[config.mk]
export PLATFORM = sky130hd
export DESIGN_NAME = jstk_frame_scheduler_flat
export DESIGN_NICKNAME = d
export VERILOG_FILES = /design/src/rtl/jstk_frame_scheduler_pkg.sv /design/src/rtl/jstk_frame_scheduler_if.sv /design/src/rtl/jstk_delay_timer.sv /design/src/rtl/jstk_frame_scheduler.sv /design/src/flat_wrapper.sv
export SDC_FILE = /design/constraint.sdc
export NUM_CORES = 1
export LEC_CHECK = 0
export CAP_MARGIN = 20
export CORE_MARGIN = 2
export CORE_UTILIZATION = 40
export DETAILED_ROUTE_END_ITERATION = 10
export DONT_BUFFER_PORTS = 1
export GPL_ROUTABILITY_DRIVEN = 0
export PLACE_DENSITY = 0.63
export SLEW_MARGIN = 30
export SYNTH_ARGS = -nofsm -noshare
export SYNTH_HDL_FRONTEND = slang
export SYNTH_SLANG_ARGS = --single-unit
[constraint.sdc]
create_clock -name clk -period 2.8 [get_ports clk]
set_input_delay 0.84 -clock clk [delete_from_list [all_inputs] [get_ports clk]]
set_output_delay 0.84 -clock clk [all_outputs]
set_load 0.005 [all_outputs]
[src/rtl/jstk_frame_scheduler_pkg.sv]
// jstk_frame_scheduler_pkg: shared command bytes, frame length, FSM states and tx byte selection
// No ports. Imported by the scheduler top.
package jstk_frame_scheduler_pkg;
    localparam logic [7:0] CMD_SET_LED = 8'h84;
    localparam logic [7:0] CMD_NOP = 8'h00;
    localparam int FRAME_BYTES = 5;
    typedef enum logic [2:0] {
        ST_IDLE,
        ST_SETUP,
        ST_SEND,
        ST_WAIT_RX,
        ST_GAP,
        ST_HOLD
    } state_e;
    // A read frame is all NOPs; an LED frame is 0x84, R, G, B, 0x00.
    function automatic logic [7:0] frame_byte(input logic [2:0] idx, input logic led, input logic [23:0] rgb);
        return !led ? CMD_NOP :
               idx == 3'd0 ? CMD_SET_LED :
               idx == 3'd1 ? rgb[23:16] :
               idx == 3'd2 ? rgb[15:8] :
               idx == 3'd3 ? rgb[7:0] : CMD_NOP;
    endfunction
endpackage

[src/rtl/jstk_frame_scheduler_if.sv]
// jstk_frame_scheduler_if: slave select plus byte-level tx/rx handshake to the SPI shifter
// Signals: ss_n, tx_byte/tx_valid (to shifter), tx_ready, rx_byte/rx_valid (from shifter).
// master = scheduler side, slave = shifter side.
interface jstk_frame_scheduler_if;
    logic       ss_n;
    logic [7:0] tx_byte;
    logic       tx_valid;
    logic       tx_ready;
    logic [7:0] rx_byte;
    logic       rx_valid;
    modport master (output ss_n, tx_byte, tx_valid, input tx_ready, rx_byte, rx_valid);
    modport slave (input ss_n, tx_byte, tx_valid, output tx_ready, rx_byte, rx_valid);
endinterface

[src/rtl/jstk_delay_timer.sv]
// jstk_delay_timer: loadable down-counter shared by the setup, gap and hold intervals
// Ports: clk, rst, load_i (load value_i), value_i, done_o (count has reached zero).
module jstk_delay_timer #(
    parameter int W = 9
) (
    input  logic         clk,
    input  logic         rst,
    input  logic         load_i,
    input  logic [W-1:0] value_i,
    output logic         done_o
);
    logic [W-1:0] val_q, val_d;
    assign done_o = val_q == '0;
    always_comb val_d = load_i ? value_i : done_o ? val_q : val_q - 1'b1;
    always_ff @(posedge clk) begin
        if (rst) val_q <= '0;
        else val_q <= val_d;
    end
endmodule

[src/rtl/jstk_frame_scheduler.sv]
// jstk_frame_scheduler: issues one 5-byte PmodJSTK2 frame per period and unpacks the joystick reply
// Ports: clk, rst, rgb_color_i (requested colour), spi (master side of the shifter link),
//        joy_x_o/joy_y_o/joy_btn_o (last sample), pos_valid_o, led_sent_o, busy_o.
module jstk_frame_scheduler
    import jstk_frame_scheduler_pkg::*;
#(
    parameter int FRAME_CYCLES    = 120000,
    parameter int SS_SETUP_CYCLES = 300,
    parameter int BYTE_GAP_CYCLES = 120,
    parameter int SS_HOLD_CYCLES  = 12
) (
    input  logic                   clk,
    input  logic                   rst,
    input  logic [23:0]            rgb_color_i,
    jstk_frame_scheduler_if.master spi,
    output logic [9:0]             joy_x_o,
    output logic [9:0]             joy_y_o,
    output logic [1:0]             joy_btn_o,
    output logic                   pos_valid_o,
    output logic                   led_sent_o,
    output logic                   busy_o
);
    localparam int CW = $clog2(FRAME_CYCLES);
    localparam int TMAX = SS_SETUP_CYCLES > BYTE_GAP_CYCLES ?
        (SS_SETUP_CYCLES > SS_HOLD_CYCLES ? SS_SETUP_CYCLES : SS_HOLD_CYCLES) :
        (BYTE_GAP_CYCLES > SS_HOLD_CYCLES ? BYTE_GAP_CYCLES : SS_HOLD_CYCLES);
    localparam int TW = $clog2(TMAX + 1);
    state_e        state_q, state_d;
    logic [CW-1:0] cnt_q;
    logic          ss_n_q, ss_n_d, tx_valid_q, tx_valid_d;
    logic [7:0]    tx_byte_q, tx_byte_d;
    logic [2:0]    idx_q, idx_d;
    logic [21:0]   raw_q, raw_d;
    logic [23:0]   shadow_q, shadow_d, last_q, last_d;
    logic          led_q, led_d, dirty_q, dirty_d;
    logic [9:0]    joy_x_q, joy_x_d, joy_y_q, joy_y_d;
    logic [1:0]    btn_q, btn_d;
    logic          pos_valid_q, pos_valid_d, led_sent_q, led_sent_d;
    logic          tmr_load, tmr_done;
    logic [TW-1:0] tmr_val;
    // Timers are loaded with N-1 so the transition lands exactly N edges after the load.
    jstk_delay_timer #(.W(TW)) u_timer (
        .clk(clk),
        .rst(rst),
        .load_i(tmr_load),
        .value_i(tmr_val),
        .done_o(tmr_done)
    );
    always_ff @(posedge clk) begin
        if (rst) cnt_q <= '0;
        else cnt_q <= cnt_q == CW'(FRAME_CYCLES - 1) ? '0 : cnt_q + 1'b1;
    end
    always_comb begin
        state_d = state_q;
        ss_n_d = ss_n_q;
        tx_valid_d = tx_valid_q;
        tx_byte_d = tx_byte_q;
        idx_d = idx_q;
        raw_d = raw_q;
        shadow_d = shadow_q;
        last_d = last_q;
        led_d = led_q;
        dirty_d = dirty_q;
        joy_x_d = joy_x_q;
        joy_y_d = joy_y_q;
        btn_d = btn_q;
        pos_valid_d = 1'b0;
        led_sent_d = 1'b0;
        tmr_load = 1'b0;
        tmr_val = '0;
        case (state_q)
            ST_IDLE: if (cnt_q == '0) begin
                shadow_d = rgb_color_i;
                led_d = dirty_q || rgb_color_i != last_q;
                ss_n_d = 1'b0;
                idx_d = '0;
                tmr_load = 1'b1;
                tmr_val = TW'(SS_SETUP_CYCLES - 1);
                state_d = ST_SETUP;
            end
            ST_SETUP, ST_GAP: if (tmr_done) begin
                tx_valid_d = 1'b1;
                tx_byte_d = frame_byte(idx_q, led_q, shadow_q);
                state_d = ST_SEND;
            end
            ST_SEND: if (spi.tx_ready) begin
                tx_valid_d = 1'b0;
                state_d = ST_WAIT_RX;
            end
            ST_WAIT_RX: if (spi.rx_valid) begin
                // Only the bits that reach joy_* are kept: {b4[1:0], b3[1:0], b2, b1[1:0], b0}.
                case (idx_q)
                    3'd0: raw_d[7:0] = spi.rx_byte;
                    3'd1: raw_d[9:8] = spi.rx_byte[1:0];
                    3'd2: raw_d[17:10] = spi.rx_byte;
                    3'd3: raw_d[19:18] = spi.rx_byte[1:0];
                    default: raw_d[21:20] = spi.rx_byte[1:0];
                endcase
                tmr_load = 1'b1;
                if (idx_q < 3'(FRAME_BYTES - 1)) begin
                    idx_d = idx_q + 3'd1;
                    tmr_val = TW'(BYTE_GAP_CYCLES - 1);
                    state_d = ST_GAP;
                end else begin
                    tmr_val = TW'(SS_HOLD_CYCLES - 1);
                    state_d = ST_HOLD;
                end
            end
            ST_HOLD: if (tmr_done) begin
                ss_n_d = 1'b1;
                pos_valid_d = 1'b1;
                joy_x_d = raw_q[9:0];
                joy_y_d = raw_q[19:10];
                btn_d = raw_q[21:20];
                last_d = led_q ? shadow_q : last_q;
                dirty_d = led_q ? 1'b0 : dirty_q;
                led_sent_d = led_q;
                state_d = ST_IDLE;
            end
            default: state_d = ST_IDLE;
        endcase
    end
    always_ff @(posedge clk) begin
        if (rst) begin
            state_q <= ST_IDLE;
            ss_n_q <= 1'b1;
            tx_valid_q <= 1'b0;
            tx_byte_q <= '0;
            idx_q <= '0;
            raw_q <= '0;
            shadow_q <= '0;
            last_q <= '0;
            led_q <= 1'b0;
            dirty_q <= 1'b1;
            joy_x_q <= '0;
            joy_y_q <= '0;
            btn_q <= '0;
            pos_valid_q <= 1'b0;
            led_sent_q <= 1'b0;
        end else begin
            state_q <= state_d;
            ss_n_q <= ss_n_d;
            tx_valid_q <= tx_valid_d;
            tx_byte_q <= tx_byte_d;
            idx_q <= idx_d;
            raw_q <= raw_d;
            shadow_q <= shadow_d;
            last_q <= last_d;
            led_q <= led_d;
            dirty_q <= dirty_d;
            joy_x_q <= joy_x_d;
            joy_y_q <= joy_y_d;
            btn_q <= btn_d;
            pos_valid_q <= pos_valid_d;
            led_sent_q <= led_sent_d;
        end
    end
    assign spi.ss_n = ss_n_q;
    assign spi.tx_valid = tx_valid_q;
    assign spi.tx_byte = tx_byte_q;
    assign joy_x_o = joy_x_q;
    assign joy_y_o = joy_y_q;
    assign joy_btn_o = btn_q;
    assign pos_valid_o = pos_valid_q;
    assign led_sent_o = led_sent_q;
    assign busy_o = state_q != ST_IDLE;
endmodule

[src/flat_wrapper.sv]
// flat-port wrapper written by rule: the top's interface ports become plain ports
module jstk_frame_scheduler_flat import jstk_frame_scheduler_pkg::*;
#(
    parameter int FRAME_CYCLES    = 120000,
    parameter int SS_SETUP_CYCLES = 300,
    parameter int BYTE_GAP_CYCLES = 120,
    parameter int SS_HOLD_CYCLES  = 12
)
  (clk, rst, rgb_color_i, joy_x_o, joy_y_o, joy_btn_o, pos_valid_o, led_sent_o, busy_o, spi_ss_n, spi_tx_byte, spi_tx_valid, spi_tx_ready, spi_rx_byte, spi_rx_valid);
  jstk_frame_scheduler_if spi_i ();
  input  logic clk;
  input  logic rst;
  input  logic [23:0] rgb_color_i;
  output logic [9:0] joy_x_o;
  output logic [9:0] joy_y_o;
  output logic [1:0] joy_btn_o;
  output logic pos_valid_o;
  output logic led_sent_o;
  output logic busy_o;
  output wire logic [$bits(spi_i.ss_n)-1:0] spi_ss_n;
  output wire logic [$bits(spi_i.tx_byte)-1:0] spi_tx_byte;
  output wire logic [$bits(spi_i.tx_valid)-1:0] spi_tx_valid;
  input wire logic [$bits(spi_i.tx_ready)-1:0] spi_tx_ready;
  input wire logic [$bits(spi_i.rx_byte)-1:0] spi_rx_byte;
  input wire logic [$bits(spi_i.rx_valid)-1:0] spi_rx_valid;
  assign spi_ss_n = spi_i.ss_n;
  assign spi_tx_byte = spi_i.tx_byte;
  assign spi_tx_valid = spi_i.tx_valid;
  assign spi_i.tx_ready = spi_tx_ready;
  assign spi_i.rx_byte = spi_rx_byte;
  assign spi_i.rx_valid = spi_rx_valid;
  jstk_frame_scheduler #(.FRAME_CYCLES(FRAME_CYCLES), .SS_SETUP_CYCLES(SS_SETUP_CYCLES), .BYTE_GAP_CYCLES(BYTE_GAP_CYCLES), .SS_HOLD_CYCLES(SS_HOLD_CYCLES)) u_core (.clk(clk), .rst(rst), .rgb_color_i(rgb_color_i), .spi(spi_i), .joy_x_o(joy_x_o), .joy_y_o(joy_y_o), .joy_btn_o(joy_btn_o), .pos_valid_o(pos_valid_o), .led_sent_o(led_sent_o), .busy_o(busy_o));
endmodule
# After elaboration in Yosys (flattened, before gate mapping)
# Cells that the tools add are included.
# op_classes
bitwise	3
n_addsub	3
order_cmp	1
n_reduce_logical	27
mux	31
n_eq_ne	17
# ops
op	n
$mux W8	5
$mux W9	4
$mux W3	8
$ne A24 B24 Y1	1
$reduce_and A3 Y1	8
$pmux W9 S2	1
$add A17 B1 Y17 const B	1
$eq A17 B17 Y1 const B	1
$logic_not A17 Y1	1
$pmux W3 S5	1
$eq A3 B2 Y1 const B	4
$ne A2 B2 Y1 const B	5
$logic_not A9 Y1	1
$sub A9 B1 Y9 const B	1
$mux W1	7
$mux W7	1
$eq A3 B1 Y1 const B	2
$eq A3 B3 Y1 const B	2
$logic_not A3 Y1	2
$pmux W1 S2	3
$pmux W3 S2	1
$reduce_and A2 Y1	3
$reduce_bool A2 Y1	3
$reduce_or A2 Y1	3
10 further kinds	13
# totals
inputBits	36
reg_bits	138
output_inout_bits	35

# Depth between registers and ports, before layout
# logic_depth
depth_word	6
mapped_depth	9
ltp_nobuf	7

# Modules after synthesis
# From an unflattened synthesis, not the netlist that was laid out.
# unflattened
hier_cells	726
area_unflattened_um2	5970.7
# by_module_without_submodules
mod	seq_area_each_um2	n_inst	cells_each	area_each_um2
jstk_frame_scheduler	2582.5	1	672	5509.0
jstk_delay_timer	180.2	1	54	461.7

# Worst setup path after synthesis
# Ideal clock, no wire load.
# synth_timing
kind	reg-to-reg
startpoint	register u_core.u_timer.val_q[0]
endpoint	register u_core.tx_byte_q[0], in the netlist u_core.spi.tx_byte[0]
t_arrival_ps	2179
n_path_buf	1
period_less_slack_ps	2249
setup_slack_ps	551
required_time_ps	2730
path_stages_with_launch	9
path_cell_list	dfxtp_1 > inv_1 > ha_1 > or3b_2 > or3_1 > buf_6 > nor4b_4 > o211ai_1 > a21oi_1
# synth_between
elab_chain_len	2
# synth_lines
element	line_no	source
from (decl)	jstk_delay_timer.sv:12	logic [W-1:0] val_q, val_d;
from (signal assigned)	jstk_delay_timer.sv:17	else val_q <= val_d;
$logic_not A9 Y1	jstk_delay_timer.sv:13	assign done_o = val_q == '0;
$reduce_and A2 Y1 (no source line)	-	
to (signal assigned)	jstk_frame_scheduler.sv:144	tx_byte_q <= tx_byte_d;
to (decl)	jstk_frame_scheduler.sv:31	logic [7:0] tx_byte_q, tx_byte_d;
# Every way passes these cells.
# A chain may end at the register's enable or synchronous reset.

# Worst setup path after layout
# layout_timing
startpoint	register u_core.u_timer.val_q[0]
endpoint	register u_core.tx_byte_q[3], in the netlist u_core.spi.tx_byte[3]
# Same word-level chain as after synthesis.

==> summary.txt <==
Synthesis
  • Leading cell types by total area after synthesis: sky130_fd_sc_hd__dfxtp_1, sky130_fd_sc_hd__nand2_1, sky130_fd_sc_hd__a21oi_1
  • Synth Net Count: 719
  • Async set or reset register ratio after synthesis: 0
  • Flip-flop cell with the highest count after synthesis: sky130_fd_sc_hd__dfxtp_1
  • Cell type with the largest total area after synthesis: sky130_fd_sc_hd__dfxtp_1
  • Synth warn: 0
  • Xor/xnor cell area share of the yosys netlist: 0.07116
  • Post-synthesis sequential area ratio: 0.4880
  • Mux share of post-synthesis cell area: 0
  • Simple-Gate Fraction of Synth Area: 0.2294
  • Per-instance average area after synthesis: 8.388 µm²
  • Largest family of logic cells by synthesized area: simple AND/OR/NAND/NOR gates
  • Share of synthesized cell area in full adder, half adder and majority cells: 0.01768
  • Number of instances in the synthesized netlist: 675
  • Post-synthesis compound-gate area fraction: 0.1554
  • Post-synth cell types: 45
  • #FFs+latches synth: 138
  • Top-area cell type share of the netlist area: 0.4880
  • Post-synth EDFFs: 0
  • Mapped Area: 0.005662 mm²

Clocking
  • CTS max path bufs: 2
  • Post-CTS Setup Repair Bufs: 0
  • Number of instances resized during post-cts repair: 0
  • TritonCTS clock tree: yes
  • Number of buffers created by CTS: 17
  • Cts-stage hold buffer count: 0
  • Number of sinks on the clock net: 138
  • Clk Latency, worst-skew pair: 420 ps
  • CTS Root Cell: sky130_fd_sc_hd__clkbuf_16
  • Clock-pin transition on the worst setup and hold timing paths: 60 ps
  • Number of levels the H-tree was split into: 4

Drt
  • Post-route ant nets: 0
  • Drt via density: 5.432
  • Total wirelength of the detailed-routed design: 13.87 mm
  • Number of iterations in the first detailed-routing pass: 5
  • Number of DRC violations after detailed-routing iteration 0: 303
  • Routed length per instance: 16.22 µm
  • # DRC: 0
  • Total vias in the final route: 4,644

Timing
  • Tightest Pin Transition: 784.8 ps
  • Layout Skew: 11.41 ps
  • Unrepaired setup endpoints after global routing: false
  • Max Transition Viols Final: 0
  • Number of setup violations in the final report: 0
  • Final TNS setup: 0 ps
  • Final worst path period need: 2615 ps
  • Hold Violations, Final: 0
  • Final worst path period share: 0.9339
  • Peak clock frequency supported by timing: 382.4 MHz
  • Slew HR: 0.4720

Floorplan
  • Floorplan die width: 123.0 µm
  • Die H: 123.0 µm
  • Placement row count: 43
  • Top-level I/O count: 71
  • Die area: 0.01512 mm²
  • Initial core utilization: 0.4095
  • CORE AREA: 0.01383 mm²

Setup path
  • Critical path startpoint category: flop
  • RR Startpoint: u_core.u_timer.val_q[0]
  • Data required time at the worst endpoint: 3150 ps
  • Largest driver fanout on the critical path: 9
  • First element of the critical path: u_core.u_timer.val_q[0]
  • Critical path class: flop to flop
  • Category of the worst setup path capture point: flop
  • Data arrival, critical path: 2970 ps

Run
  • Number of violations of the max-capacitance limit: 0

Layout
  • Ratio of cells with drive above 1 in the final layout: 0.06815
  • Layout area overhead: 12.44%
  • Antenna Cells: 0
  • Fill cell count: 1,297
  • Share of the core filled with cells: 0.4604
  • Final Instance Area: 0.006366 mm²
  • Net total in the final layout: 706

Worst hold path
  • Class of the tightest hold or removal check: flop to flop
  • Startpoint of the most critical hold path: u_core.dirty_q

Placement
  • Placement-stage cell area: 0.005794 mm²
  • Number of buffer cells added on primary ports: 0
  • Half-perimeter wire length of the detailed placement result: 9.446 mm

Pwr
  • Sequential share of power: 0.433
  • Leakage component of the power: 2.251 nW
  • Sw Pwr: 1.497 mW
  • Fraction of power spent switching nets: 0.2866
  • Ratio of total power to cell area: 820.4 mW/mm²
  • Share of total power in combinational logic: 0.153
  • Clock power frac: 0.414
  • Total power after layout: 5.223 mW
  • Internal power of the cells: 3.726 mW
  • Peak ir drop on the vdd network: 0.4217 mV

GRT
  • Wire length of the first global-routing pass: 22.91 mm
  • Antenna violations before repair: 0
  • Vias in the first global route: 4,626
  • Global routing usage summed across all routing layers: 0.1956
  • Largest net degree at the start of global routing: 103
  • Total global routing overflow: 0

Outcome
  • Run status: completed
[cell families (layout without fill, tap and decap cells)]
logic type,Yosys count,in the layout
xor gates and xnor gates,46,46
adders and majority gates,8,8
DFF,138,138
AOI/OAI and AO/OA,146,146
buffers and inverters,53,53
and+or+nand+nor,284,284
[registers in the layout, indices dropped and copies added, names as in the netlist]
register and flops:
u_core.led_sent_o 1, u_core.dirty_q 1, u_core.last_q 24, u_core.raw_q 22, u_core.spi.tx_byte 8, u_core.spi.tx_valid 1
u_core.joy_y_o 10, u_core.pos_valid_o 1, u_core.u_timer.val_q 9, u_core.idx_q 3, u_core.state_q 3, u_core.joy_x_o 10
u_core.joy_btn_o 2, u_core.led_q 1, u_core.shadow_q 24, u_core.cnt_q 17, u_core.spi.ss_n 1
[cells in the final DEF, fill, tap and decap left out, types with 5 or more instances in the layout]
master / n
sky130_fd_sc_hd__a21oi_1: 88
sky130_fd_sc_hd__a22o_1: 22
sky130_fd_sc_hd__buf_4: 8
sky130_fd_sc_hd__clkbuf_16: 17
sky130_fd_sc_hd__dfxtp_1: 138
sky130_fd_sc_hd__ha_1: 8
sky130_fd_sc_hd__inv_1: 12
sky130_fd_sc_hd__inv_6: 5
sky130_fd_sc_hd__nand2_1: 163
sky130_fd_sc_hd__nand3_1: 33
sky130_fd_sc_hd__nand4_1: 7
sky130_fd_sc_hd__nor2_1: 31
sky130_fd_sc_hd__nor2b_1: 6
sky130_fd_sc_hd__nor3_1: 6
sky130_fd_sc_hd__nor4_1: 10
sky130_fd_sc_hd__o211ai_1: 6
sky130_fd_sc_hd__o21ai_0: 15
sky130_fd_sc_hd__xnor2_1: 21
sky130_fd_sc_hd__xor2_1: 25
[cell usage after synthesis (2+ instances only)]
master,n
sky130_fd_sc_hd__a21oi_1,88
sky130_fd_sc_hd__buf_2,9
sky130_fd_sc_hd__xnor2_1,21
sky130_fd_sc_hd__a22o_1,22
sky130_fd_sc_hd__nand3_1,33
sky130_fd_sc_hd__xor2_1,25
sky130_fd_sc_hd__nor4_1,10
sky130_fd_sc_hd__o21ai_0,15
sky130_fd_sc_hd__nand3b_1,3
sky130_fd_sc_hd__clkbuf_1,29
sky130_fd_sc_hd__or4_1,4
sky130_fd_sc_hd__nor2b_1,6
sky130_fd_sc_hd__or3_1,2
sky130_fd_sc_hd__nand2b_1,3
sky130_fd_sc_hd__o31ai_1,4
sky130_fd_sc_hd__ha_1,8
sky130_fd_sc_hd__nand2_1,163
sky130_fd_sc_hd__nor3_1,6
sky130_fd_sc_hd__nand4_1,7
sky130_fd_sc_hd__dfxtp_1,138
sky130_fd_sc_hd__and4_1,2
sky130_fd_sc_hd__inv_1,12
sky130_fd_sc_hd__or3_2,2
sky130_fd_sc_hd__buf_1,2
sky130_fd_sc_hd__a311o_1,2
sky130_fd_sc_hd__and3_1,4
sky130_fd_sc_hd__and2_1,2
sky130_fd_sc_hd__nor2_1,31
sky130_fd_sc_hd__o211ai_1,6
[metrics by stage]
step                worst slack [ps]  hold slack (ps)  instances
CTS                            188.1            453.6        855
finish                         185.2            451.9        855
global route                   13.45            460.7        855
detailed placement             195.6            439.6        823
floorplan                      550.7            427.3        675
global placement               328.0            435.5        823
[critical path: stages, from the launching register on]
cell	delay, ps
sky130_fd_sc_hd__dfxtp_1	330
sky130_fd_sc_hd__inv_1	100
sky130_fd_sc_hd__ha_1	230
sky130_fd_sc_hd__or3b_2	520
sky130_fd_sc_hd__or3_1	520
sky130_fd_sc_hd__nor4b_4	510
sky130_fd_sc_hd__o211ai_1	170
sky130_fd_sc_hd__a21oi_1	160
[metal layers]
metal	vias to the layer above	part of all wire	track usage
met4	0	0.024	0.09162
met5	-	0	0
li1	2291	-	-
met1	2212	0.44	0.2335
met3	22	0.065	0.06965
met2	119	0.47	0.3146
[final cells by class]
type / count / area [µm²] / share of cell area
multi-input combinational: 484 / 2681 / 0.4212
timing repair buffer: 9 / 80.08 / 0.01258
clock inverter: 11 / 111.4 / 0.01749
tap: 180 / 225.2 / 0.03538
clock buffer: 21 / 460.4 / 0.07233
inverter: 12 / 45.04 / 0.007075
sequential: 138 / 2763 / 0.4340
[power by group through the flow]
| stage | registers, mW | logic [mW] | clock network [mW] |
|---|---|---|---|
| 6_report | 2.26 | 0.797 | 2.16 |
| 5_1_grt | 2.28 | 0.895 | 2.28 |
| 4_1_cts | 2.26 | 0.800 | 2.20 |
| 3_5_place_dp | 2.30 | 0.793 | 0 |
| 3_3_place_gp | 2.29 | 0.778 | 0 |
| 2_1_floorplan | 2.24 | 0.674 | 0 |
[worst paths after layout]
path                            slack (ps)  depth (start not counted)               endpoint
worst max-delay path                   190                          7  u_core.spi.tx_byte[3]
worst min-delay path                   450                          1         u_core.dirty_q
worst max register to register         190                          7  u_core.spi.tx_byte[3]
worst min register to register         450                          1         u_core.dirty_q
Power figures use the tool's default switching activity.
